==> src/rtl/occupancy_counter_bcd.sv <==
// Occupancy counter: synchronises entry/exit pulses, keeps a saturating 0..MAX_COUNT
// count, and converts it to two BCD digits with a sequential shift-add-3 engine.
module occupancy_counter_bcd #(
  parameter int MAX_COUNT = 99
) (
  input  logic       clk,
  input  logic       rst_n,
  input  logic       inc_in,
  input  logic       dec_in,
  input  logic       clear,
  output logic [6:0] reg_data,
  output logic       at_max,
  output logic       at_zero,
  output logic       reject,
  output logic [3:0] bcd_tens,
  output logic [3:0] bcd_units,
  output logic       bcd_valid
);

  localparam int DATA_W = 7;
  localparam logic [DATA_W-1:0] MAX_VAL = DATA_W'(MAX_COUNT);

  typedef enum logic [1:0] {IDLE, LOAD, SHIFT, DONE} state_t;

  function automatic logic [3:0] add3(input logic [3:0] nib);
    return (nib >= 4'd5) ? nib + 4'd3 : nib;
  endfunction

  function automatic logic [DATA_W-1:0] sat_inc(input logic [DATA_W-1:0] c);
    return (c < MAX_VAL) ? c + 1'b1 : c;
  endfunction

  function automatic logic [DATA_W-1:0] sat_dec(input logic [DATA_W-1:0] c);
    return (c != '0) ? c - 1'b1 : c;
  endfunction

  // Stage p0/p1: two-flop synchroniser; p2: previous value for rising-edge detect
  logic inc_p0, inc_p1, inc_p2;
  logic dec_p0, dec_p1, dec_p2;

  always_ff @(posedge clk or negedge rst_n) begin
    if (!rst_n) begin
      inc_p0 <= 1'b0;
      inc_p1 <= 1'b0;
      inc_p2 <= 1'b0;
      dec_p0 <= 1'b0;
      dec_p1 <= 1'b0;
      dec_p2 <= 1'b0;
    end else begin
      inc_p0 <= inc_in;
      inc_p1 <= inc_p0;
      inc_p2 <= inc_p1;
      dec_p0 <= dec_in;
      dec_p1 <= dec_p0;
      dec_p2 <= dec_p1;
    end
  end

  logic inc_evt, dec_evt;
  assign inc_evt = inc_p1 & ~inc_p2;
  assign dec_evt = dec_p1 & ~dec_p2;

  logic [DATA_W-1:0] count_next;
  logic              reject_next;

  always_comb begin
    count_next  = reg_data;
    reject_next = 1'b0;
    if (clear) begin
      count_next = '0;
    end else if (inc_evt && !dec_evt) begin
      count_next  = sat_inc(reg_data);
      reject_next = (reg_data == MAX_VAL);
    end else if (dec_evt && !inc_evt) begin
      count_next  = sat_dec(reg_data);
      reject_next = (reg_data == '0);
    end
  end

  // Count stage: flags registered with the count so they always agree with reg_data
  logic changed;

  always_ff @(posedge clk or negedge rst_n) begin
    if (!rst_n) begin
      reg_data <= '0;
      at_max   <= 1'b0;
      at_zero  <= 1'b1;
      reject   <= 1'b0;
      changed  <= 1'b0;
    end else begin
      reg_data <= count_next;
      at_max   <= (count_next == MAX_VAL);
      at_zero  <= (count_next == '0);
      reject   <= reject_next;
      changed  <= (count_next != reg_data);
    end
  end

  state_t            state;
  logic [DATA_W-1:0] shift_sr;
  logic [7:0]        bcd_acc;
  logic [2:0]        bit_cnt;
  logic [7:0]        acc_adj;

  assign acc_adj = {add3(bcd_acc[7:4]), add3(bcd_acc[3:0])};

  // Conversion stage: any count change restarts from LOAD; digits only move in DONE
  always_ff @(posedge clk or negedge rst_n) begin
    if (!rst_n) begin
      state     <= IDLE;
      shift_sr  <= '0;
      bcd_acc   <= '0;
      bit_cnt   <= '0;
      bcd_tens  <= '0;
      bcd_units <= '0;
      bcd_valid <= 1'b1;
    end else begin
      case (state)
        IDLE: begin
          if (changed) begin
            bcd_valid <= 1'b0;
            state     <= LOAD;
          end
        end
        LOAD: begin
          shift_sr  <= reg_data;
          bcd_acc   <= '0;
          bit_cnt   <= 3'd7;
          bcd_valid <= 1'b0;
          state     <= changed ? LOAD : SHIFT;
        end
        SHIFT: begin
          if (changed) begin
            state <= LOAD;
          end else begin
            {bcd_acc, shift_sr} <= {acc_adj[6:0], shift_sr, 1'b0};
            bit_cnt             <= bit_cnt - 1'b1;
            if (bit_cnt == 3'd1) state <= DONE;
          end
        end
        DONE: begin
          bcd_tens  <= bcd_acc[7:4];
          bcd_units <= bcd_acc[3:0];
          bcd_valid <= ~changed;
          state     <= changed ? LOAD : IDLE;
        end
        default: state <= IDLE;
      endcase
    end
  end

endmodule

==> config.mk <==
export PLATFORM = sky130hd
export DESIGN_NAME = occupancy_counter_bcd
export DESIGN_NICKNAME = d
export VERILOG_FILES = /design/src/rtl/occupancy_counter_bcd.sv
export SDC_FILE = /design/constraint.sdc
export NUM_CORES = 1
export LEC_CHECK = 0
export CORE_MARGIN = 1.5
export CORE_UTILIZATION = 57
export CTS_CLUSTER_SIZE = 16
export DETAILED_ROUTE_END_ITERATION = 6
export PLACE_DENSITY = 0.75
export REMOVE_ABC_BUFFERS = 1
export SYNTH_ARGS = -nofsm -noshare
export SYNTH_HDL_FRONTEND = slang
export SYNTH_SLANG_ARGS = --single-unit
==> constraint.sdc <==
create_clock -name clk -period 3 [get_ports clk]
set_clock_uncertainty 0.15 [all_clocks]
set_input_delay 0.6 -clock clk [delete_from_list [all_inputs] [get_ports clk]]
set_output_delay 0.6 -clock clk [all_outputs]
set_load 0.05 [all_outputs]
==> impl_metrics.toml <==
[route]
vias = 2114
routed-wl-met2_mm = 2.33
drt_iter0_drc = 207
drt-vias-per-instance = 6.29
wl_per_cell_um = 16.0
drc = 0
ant_nets = 0
wl_mm = 5.38
wl_met3_um = 378
met1Wirelength_mm = 2.61
firstDrtPassIters = 4
top_layer = "met4"

[floorplan]
core_area_um2 = 4350
io-pin-count = 24
rows = 24
die_area_um2 = 4960
die_w_um = 70.4
die_y_um = 70.4
initial_core_util = 0.595

[setup_path]
cp_top_family = "buffers and inverters"
r2r-start = "reg_data[0]"
path_cells = "clkdlybuf4s50_1"
crit_start = "reg_data[5]"
slowest_delay_ps = 910
crit_path_end_kind = "output port"
cp_slowest_cell = "clkdlybuf4s50_1"
cp.required_ps = 2250
critPathBufInv = 1
critPathKind = "reg2out"
cp_max_fo = 15
start_kind = "flop"
critPathArrivalTime_ps = 1900

[clock_tree]
h-tree-depth = 2
cts_resized = 0
holdBufCountCts = 0
cts_sinks = 46
post-cts-setup-buffers = 0
cts_tree = "built"
clock_path_buffers = 2
cts_buffers = 5
clk_latency_ps = 310
clk_pin_slew_worst_paths_ps = 90
root_buffer = "clkbuf_8"

[global_routing]
track_usage = 0.240
grt-ovfl-total = 0
antenna_found_initial = 0
grt_pass1_vias = 1902
grt_pass1_wl_mm = 9.43
grt_max_degree = 26

[logic_synthesis]
syn-mean-instance-area_um2 = 9.82
synthSimpleGateAreaFrac = 0.191
synth_top_area_frac = 0.425
synthAdderAreaFrac = 0.0434
synth_cells = 264
ys_seq_area_frac = 0.445
synth_area_um2 = 2590
synthFlopType = "dfrtp_1"
ys_ff_latch = 46
synth_top_family_by_area = "compound AO/OA/AOI/OAI gates"
synth_edf_count = 0
synthXorXnorAreaFrac = 0.0135
synthTopCellsByArea = "dfrtp_1, o21ai_0, ha_1, mux2i_1, nor2_1"
synth_compound_area_frac = 0.195
synth_cell_types = 59
yosys.area.top_type = "dfrtp_1"
async_flop_share = 1.00
yosysWarnings = 0
synthMuxAreaShare = 0.0565

[timing]
fin_crit_ps = 2650
rsz0062_at_grt = "false"
max_freq_mhz = 377
slew_violations = 0
fin_setup_tns_ps = 0
finalSetupViolCount = 0
worst_slew_pin_slew_ps = 597
period_share = 0.884
relSlewSlack = 0.601
worst_slack_ps = 349
final_hold_viol_count = 0

[finish]
layout_common_cells = "dfrtp_1, o21ai_0, clkdlybuf4s50_1, nor2_1, nand2_1"
final_common_cell = "dfrtp_1"
drive_gt1_frac = 0.134
area_growth_pct = 12.3
fill_cells = 378
antenna_cells = 0
nets = 297

[power_and_ir_drop]
p_leak_uw = 0.00122
peakVddDrop_mv = 0.277
finalPower_uw = 1610
power_density_nw_per_um2 = 552

[placement]
port_buffers = 23
gp_congestion = 1.01
post-place-ws_ps = 509
place_hpwl_mm = 3.60

[run]
drv_cap = 0

[outcome]
status = "finished clean"

[worst_hold_path]
hold_path.class = "in2async"
[power by group]
group / leakage [µW] / switching [µW] / internal, µW
Combinational: 0.000579 / 269 / 161
Clock: 0.0000472 / 224 / 186
Sequential: 0.000593 / 82.9 / 684
Total: 0.00122 / 576 / 1030
[flip-flops by register name, indices dropped and copies added (netlist names)]
signal and flops:
bcd_acc 8, reg_data 7, shift_sr 7, bcd_tens 4, bcd_units 4, bit_cnt 3, state 2, at_max 1
at_zero 1, bcd_valid 1, changed 1, dec_p0 1, dec_p1 1, dec_p2 1, inc_p0 1, inc_p1 1
inc_p2 1, reject 1
[stage by stage]
step | hold slack, ps | utilization | area, µm² | cells
after floorplan | 154 | - | 2490 | 249
after global placement | 184 | 0.647 | 2820 | 328
after detailed placement | 196 | 0.647 | 2820 | 328
after CTS | 110 | 0.668 | 2910 | 336
after global routing | 141 | 0.668 | 2910 | 336
final | 96.2 | 0.668 | 2910 | 336
[kinds of logic after synthesis]
family	Yosys count
flops	46
compound gates	75
xor+xnor	4
mux	14
buf+inv	27
fa+ha+maj	9
simple gates	89
[metal layers]
metal  track usage  vias up
met2         0.332       76
met3        0.0563        7
met4        0.0833        0
met1         0.368     1031
li1              -     1000
met5             0        -
[worst reg2reg max path: stages, from the launching register on]
cell and delay (ps):
dfrtp_1 540, inv_1 140, ha_1 240, nor3b_2 200, a211oi_2 400, a21boi_1 120
mux2_2 300, and3_1 170, a41o_1 220
[synthesized netlist by cell type (2+ instances only)]
library cell  count
dfrtp_1          44
o21ai_0          28
nor2_1           21
nand2_1          20
inv_1            12
a21oi_1          10
ha_1              9
mux2i_1           9
nand3_1           8
clkbuf_1          7
a22oi_1           6
nor3_1            6
o211ai_1          6
or3_1             6
mux2_2            5
nand4_1           5
nand2b_1          4
a31oi_1           3
and3_1            3
xnor2_1           3
a31o_2            2
a32oi_1           2
buf_2             2
buf_6             2
clkbuf_8          2
dfstp_2           2
nor3_4            2
nor4_1            2
o21a_1            2
o22ai_1           2
[path summary, 6_finish.rpt]
path / slack (ps) / to / cells after the start
min reg2reg: 210 / inc_p1 / 0
min: 100 / bcd_units[1] / 1
min in group clk: 210 / inc_p1 / 0
max: 350 / reg_data[5] / 1
max in group asynchronous: 1840 / bcd_valid / 2
max reg2reg: 450 / at_zero / 8
[final cells by class]
class	count	area, µm²	share of cell area
Clock buffer	6	82.6	0.0284
Clock inverter	2	12.5	0.00430
Inverter	12	45.0	0.0155
Multi-Input combinational cell	191	1300	0.445
Sequential cell	46	1150	0.396
Tap cell	52	65.1	0.0224
Timing Repair Buffer	27	255	0.0877
Note: power is estimated with default switching activity, not from simulation.
